File: src/rtl/shift_normalizer_8bit_pkg.sv
// Shared definitions for the sequential shift normalizer: state encoding,
// direction constants and the default data/count widths.
package shift_normalizer_8bit_pkg;

  localparam int SN_WIDTH = 8;
  localparam int SN_CNT_W = $clog2(SN_WIDTH);

  typedef enum logic [1:0] {
    IDLE  = 2'd0,
    SHIFT = 2'd1,
    DONE  = 2'd2
  } state_t;

  // Same sense as the combinational shifter's Lr input.
  localparam logic DIR_LEFT  = 1'b1;
  localparam logic DIR_RIGHT = 1'b0;

endpackage

File: src/rtl/shift_normalizer_8bit.sv
// Shifts a word one bit per clock toward the chosen end until that end bit is 1,
// then holds the normalized word and the recovered shift count until taken.
module shift_normalizer_8bit
  import shift_normalizer_8bit_pkg::*;
#(
  parameter int WIDTH = SN_WIDTH,
  parameter int CNT_W = SN_CNT_W
) (
  input  logic             clk,
  input  logic             rst_n,
  input  logic             in_valid,
  output logic             in_ready,
  input  logic [WIDTH-1:0] in_data,
  input  logic             in_lr,
  output logic             out_valid,
  input  logic             out_ready,
  output logic [WIDTH-1:0] out_data,
  output logic [CNT_W-1:0] out_n,
  output logic             out_zero
);

  state_t             state_reg;
  logic [WIDTH-1:0]   data_reg;
  logic [CNT_W-1:0]   cnt_reg;
  logic               dir_reg;
  logic               zero_reg;
  logic               out_valid_reg;

  // Gating with rst_n keeps the producer from seeing ready while reset is held.
  assign in_ready  = (state_reg == IDLE) && rst_n;
  assign out_valid = out_valid_reg;
  assign out_data  = data_reg;
  assign out_n     = cnt_reg;
  assign out_zero  = zero_reg;

  always_ff @(posedge clk or negedge rst_n) begin
    if (!rst_n) begin
      state_reg     <= IDLE;
      data_reg      <= '0;
      cnt_reg       <= '0;
      dir_reg       <= DIR_RIGHT;
      zero_reg      <= 1'b0;
      out_valid_reg <= 1'b0;
    end else begin
      case (state_reg)
        IDLE: begin
          if (in_valid) begin
            data_reg  <= in_data;
            dir_reg   <= in_lr;
            cnt_reg   <= '0;
            zero_reg  <= 1'b0;
            state_reg <= SHIFT;
          end
        end
        SHIFT: begin
          if (data_reg == '0) begin
            zero_reg      <= 1'b1;
            out_valid_reg <= 1'b1;
            state_reg     <= DONE;
          end else if ((dir_reg == DIR_LEFT) ? data_reg[WIDTH-1] : data_reg[0]) begin
            out_valid_reg <= 1'b1;
            state_reg     <= DONE;
          end else begin
            // A nonzero word reaches its target bit within WIDTH-1 steps, so cnt cannot wrap.
            data_reg <= (dir_reg == DIR_LEFT) ? (data_reg << 1) : (data_reg >> 1);
            cnt_reg  <= cnt_reg + CNT_W'(1);
          end
        end
        DONE: begin
          if (out_ready) begin
            out_valid_reg <= 1'b0;
            state_reg     <= IDLE;
          end
        end
        default: begin
          out_valid_reg <= 1'b0;
          state_reg     <= IDLE;
        end
      endcase
    end
  end

endmodule

File: config.mk
export PLATFORM = sky130hd
export DESIGN_NAME = shift_normalizer_8bit
export DESIGN_NICKNAME = d
export VERILOG_FILES = /design/src/rtl/shift_normalizer_8bit_pkg.sv /design/src/rtl/shift_normalizer_8bit.sv
export SDC_FILE = /design/constraint.sdc
export NUM_CORES = 1
export LEC_CHECK = 0
export ABC_AREA = 1
export CORE_MARGIN = 8
export CORE_UTILIZATION = 40
export DETAILED_ROUTE_END_ITERATION = 10
export GPL_ROUTABILITY_DRIVEN = 0
export PLACE_DENSITY_LB_ADDON = 0.12
export SYNTH_ARGS = -nofsm -noshare
export SYNTH_HDL_FRONTEND = slang
export SYNTH_SLANG_ARGS = --single-unit
File: constraint.sdc
create_clock -name clk -period 1.9 [get_ports clk]
set_input_delay 0.38 -clock clk [delete_from_list [all_inputs] [get_ports clk]]
set_output_delay 0.38 -clock clk [all_outputs]
set_load 0.01 [all_outputs]
==> impl_results.html <==
<table>
<tr><th>Metric</th><th>Value</th></tr>
<tr><th colspan="2">Outcome</th></tr>
<tr><td>Run status</td><td>finished clean</td></tr>
<tr><th colspan="2">Power and ir drop</th></tr>
<tr><td>Part of the total power dissipated in sequential elements</td><td>31.3%</td></tr>
<tr><td>Cell internal pwr</td><td>1130 µW</td></tr>
<tr><td>Power dissipated by switching net loads</td><td>927 µW</td></tr>
<tr><td>Switching Share</td><td>45.1%</td></tr>
<tr><td>Fraction of power consumed by the clock network</td><td>11.2%</td></tr>
<tr><td>Leakage power total</td><td>0.000581 µW</td></tr>
<tr><td>Power, Total</td><td>2060 µW</td></tr>
<tr><td>VDD IR-drop max</td><td>0.948 mV</td></tr>
<tr><td>Power density over the cells</td><td>1650 nW/µm²</td></tr>
<tr><td>Part of the total power dissipated in combinational logic</td><td>57.5%</td></tr>
<tr><th colspan="2">Timing</th></tr>
<tr><td>Worst setup skew after layout</td><td>0.00148 ns</td></tr>
<tr><td>Worst Tran Pin Value</td><td>0.371 ns</td></tr>
<tr><td>Worst slew margin</td><td>75.2%</td></tr>
<tr><td>Part of the cycle the worst path needs</td><td>86.9%</td></tr>
<tr><td>Hold violation count in the final report</td><td>0</td></tr>
<tr><td>Setup repair after global routing missed its margin</td><td>false</td></tr>
<tr><td>Pins over their slew limit</td><td>0</td></tr>
<tr><td>Min cycle time layout</td><td>1.65 ns</td></tr>
<tr><td>Maximum achievable frequency</td><td>606 MHz</td></tr>
<tr><td>Final setup violation count</td><td>0</td></tr>
<tr><th colspan="2">Worst setup path</th></tr>
<tr><td>Worst path arrival time</td><td>1.27 ns</td></tr>
<tr><td>Capturing instance or port of the critical path</td><td>out_data[3]</td></tr>
<tr><td>CP max stage delay</td><td>0.56 ns</td></tr>
<tr><td>Critical Path Source Type</td><td>flip-flop</td></tr>
<tr><td>Category of cells accounting for the largest share of critical-path delay</td><td>buffers and inverters</td></tr>
<tr><td>Worst path buffer plus inverter count</td><td>1</td></tr>
<tr><td>Levels on crit path</td><td>1</td></tr>
<tr><td>R2r startpoint</td><td>state_reg[1]$_DFFE_PN0P_</td></tr>
<tr><td>Cell with the largest stage delay on the worst path</td><td>clkdlybuf4s50_1</td></tr>
<tr><td>Worst flop-to-flop path endpoint</td><td>out_data[1]$_DFFE_PN0P_</td></tr>
<tr><td>Reg2Reg Setup Slack</td><td>0.41 ns</td></tr>
<tr><td>Largest fanout of any net on the critical path</td><td>4</td></tr>
<tr><td>First element of the critical path</td><td>out_data[3]$_DFFE_PN0P_</td></tr>
<tr><td>Worst-path cell chain</td><td>clkdlybuf4s50_1</td></tr>
<tr><td>Type of the setup path with the least slack</td><td>reg -&gt; out</td></tr>
<tr><td>Reg2Reg Depth</td><td>7</td></tr>
<tr><td>Crit end category</td><td>primary output</td></tr>
<tr><td>Data required time of the worst path</td><td>1.52 ns</td></tr>
<tr><th colspan="2">CTS</th></tr>
<tr><td>Post-CTS clock slew at the launch and capture registers of the worst setup and hold paths</td><td>0.09 ns</td></tr>
<tr><td>Clock tree from TritonCTS</td><td>yes</td></tr>
<tr><td>H-tree Lvls</td><td>1</td></tr>
<tr><td>Worst-skew pair later-pin latency</td><td>0.29 ns</td></tr>
<tr><td>Number of buffers added by the clock tree synthesis step</td><td>3</td></tr>
<tr><td>Clk buf depth</td><td>2</td></tr>
<tr><td>CTS Sinks</td><td>16</td></tr>
<tr><td>Clock root buffer</td><td>clkbuf_4</td></tr>
<tr><th colspan="2">Placement</th></tr>
<tr><td>Number of I/O port buffers</td><td>26</td></tr>
<tr><td>Detail Placement HPWL</td><td>1650 µm</td></tr>
<tr><th colspan="2">Finish</th></tr>
<tr><td>Area added between synthesis and finish</td><td>34.1%</td></tr>
<tr><td>Fill cells</td><td>218</td></tr>
<tr><td>Number of antenna repair diodes</td><td>0</td></tr>
<tr><td>Footprint of the flip-flops and latches</td><td>400 µm²</td></tr>
<tr><td>Share of layout cells above drive strength 1</td><td>17.8%</td></tr>
<tr><td>Fin util</td><td>56.2%</td></tr>
<tr><td>Nets@finish</td><td>161</td></tr>
<tr><td>Most frequent standard cell in the layout excluding fill and tap cells</td><td>nand2_1</td></tr>
<tr><td>Commonest cells after routing, fill and taps aside</td><td>nand2_1, clkdlybuf4s50_1, dfrtp_1</td></tr>
<tr><td>Flip-flop count of the largest register, all copies and words added</td><td>8</td></tr>
<tr><td>Area of combinational cells with multiple inputs</td><td>442 µm²</td></tr>
<tr><th colspan="2">Floorplanning</th></tr>
<tr><td>Ports placed on the boundary</td><td>27</td></tr>
<tr><td>Die H</td><td>64.1 µm</td></tr>
<tr><td>Starting density of the core</td><td>41.9%</td></tr>
<tr><td>Count of standard-cell rows</td><td>17</td></tr>
<tr><td>Die area</td><td>4110 µm²</td></tr>
<tr><td>Die span in x</td><td>64.1 µm</td></tr>
<tr><td>Total core area</td><td>2210 µm²</td></tr>
<tr><th colspan="2">Routing</th></tr>
<tr><td>DR WL met3</td><td>193 µm</td></tr>
<tr><td>DRT iter0 DRCs</td><td>35</td></tr>
<tr><td>Residual DRC</td><td>0</td></tr>
<tr><td>TritonRoute pass-1 iters</td><td>4</td></tr>
<tr><td>Total via count after detailed routing</td><td>831</td></tr>
<tr><td>Overall routed net length</td><td>2220 µm</td></tr>
<tr><td>Via count normalized by instance count</td><td>4.78</td></tr>
<tr><td>Drt wl/cell</td><td>12.7 µm</td></tr>
<tr><td>Post-route met1 wirelength</td><td>965 µm</td></tr>
<tr><td>Met2 WL post-DR</td><td>1040 µm</td></tr>
<tr><td>Top layer reached by signal wires</td><td>met4</td></tr>
<tr><td>Number of nets with antenna violations after routing</td><td>0</td></tr>
<tr><th colspan="2">Worst hold path</th></tr>
<tr><td>Min-delay worst type</td><td>in -&gt; async</td></tr>
<tr><th colspan="2">Global route</th></tr>
<tr><td>GRT Util Overall</td><td>11.3%</td></tr>
<tr><td>Global route total overflow</td><td>0</td></tr>
<tr><td>Number of global-route vias before repair</td><td>850</td></tr>
<tr><td>Number of antenna violations at the first check in global routing</td><td>0</td></tr>
<tr><td>Global-route wire length before repair</td><td>3780 µm</td></tr>
<tr><td>Largest net degree at the start of global routing</td><td>19</td></tr>
<tr><th colspan="2">Logic synthesis</th></tr>
<tr><td>Flip-flop and latch count after synthesis</td><td>16</td></tr>
<tr><td>Cell Area, Synth</td><td>927 µm²</td></tr>
<tr><td>Synthesized area per cell</td><td>7.99 µm²</td></tr>
<tr><td>Cell type contributing the most total cell area after synthesis</td><td>dfrtp_1</td></tr>
<tr><td>Post-Synthesis Net Count</td><td>130</td></tr>
<tr><td>Number of synthesis warnings</td><td>0</td></tr>
<tr><td>Cell count after synthesis</td><td>116</td></tr>
<tr><td>Synth unique cells</td><td>21</td></tr>
<tr><td>Area share of the largest cell type after synthesis</td><td>43.2%</td></tr>
<tr><td>Cell types occupying the most area after synthesis</td><td>dfrtp_1, nand2_1, o21ai_0, o21ai_2, nor2_1</td></tr>
<tr><td>Share of synthesized area occupied by flip-flops and latches</td><td>43.2%</td></tr>
<tr><th colspan="2">Flow run</th></tr>
<tr><td>Max-cap violation count</td><td>0</td></tr>
</table>
==> power by group through the flow <==
| stage | clock [µW] | sequential (µW) | combinational (µW) |
|---|---|---|---|
| 6_report | 230 | 643 | 1180 |
| 5_1_grt | 254 | 666 | 1330 |
| 4_1_cts | 238 | 644 | 1200 |
| 3_5_place_dp | 0 | 655 | 1180 |
| 3_3_place_gp | 0 | 650 | 1180 |
| 2_1_floorplan | 0 | 669 | 793 |
==> cell families (layout without fill, tap and decap cells) <==
group / Yosys count / after routing / share of synthesized area, %
DFF: 16 / 16 / 43.2
AOI/OAI and AO/OA: 24 / 24 / 16.2
adders and majority gates: 1 / 1 / 1.35
xor gates and xnor gates: 1 / 1 / 0.945
and+or+nand+nor: 58 / 58 / 29.2
buffers and inverters: 16 / 46 / 9.18
==> layout make-up <==
class	count	area share, %
Clock buffer	4	2.92
Inverter	13	3.92
Multi-Input combinational cell	84	35.5
Sequential cell	16	32.2
Tap cell	28	2.82
Timing Repair Buffer	29	22.6
==> synth_stat cells <==
cell,instances
o21ai_2,8
nand2_8,1
dfrtp_1,16
nand2_4,1
nand2_2,3
nand3_1,6
a21oi_1,1
nor2_1,13
buf_2,1
buf_6,1
o21ai_0,15
ha_1,1
nand3b_1,1
nor2_2,1
nand2_1,31
inv_1,8
xnor2_1,1
inv_2,4
buf_12,1
nor2_4,1
clkinv_1,1
==> layer usage <==
metal	global-route usage, %	vias to the layer above
met5	0	-
met4	2.45	0
met3	5.92	2
met2	18.7	18
met1	12.7	382
li1	-	429
==> through the flow <==
| step | hold WS, ns | TNS (ns) | instances | worst slack [ns] | cell area (µm²) |
|---|---|---|---|---|---|
| 6_report | 0.432 | 0 | 174 | 0.249 | 1240 |
| 3_5_place_dp | 0.469 | -0.00860 | 169 | -0.00860 | 1200 |
| 5_1_grt | 0.454 | 0 | 174 | 0.189 | 1240 |
| 4_1_cts | 0.441 | 0 | 174 | 0.233 | 1240 |
| 2_1_floorplan | 0.0844 | 0 | 116 | 0.627 | 927 |
| 3_3_place_gp | 0.458 | -0.00519 | 169 | -0.00519 | 1200 |
==> repair_timing <==
item	in CTS	in global routing
hold buffers	0	0
resized for setup	1	0
endpoints found under the setup margin	1	0
setup buffers	1	0
==> worst min path at each step <==
stage	startpoint	cells past startpoint	end
global placement	out_valid$_DFFE_PN0P_	2	out_valid$_DFFE_PN0P_
global route	rst_n	2	state_reg[1]$_DFFE_PN0P_
CTS	rst_n	2	out_data[2]$_DFFE_PN0P_
floorplan	rst_n	0	dir_reg$_DFFE_PN0P_
detailed placement	out_valid$_DFFE_PN0P_	2	out_valid$_DFFE_PN0P_
finish	rst_n	2	state_reg[1]$_DFFE_PN0P_
Power figures use the tool's default switching activity.
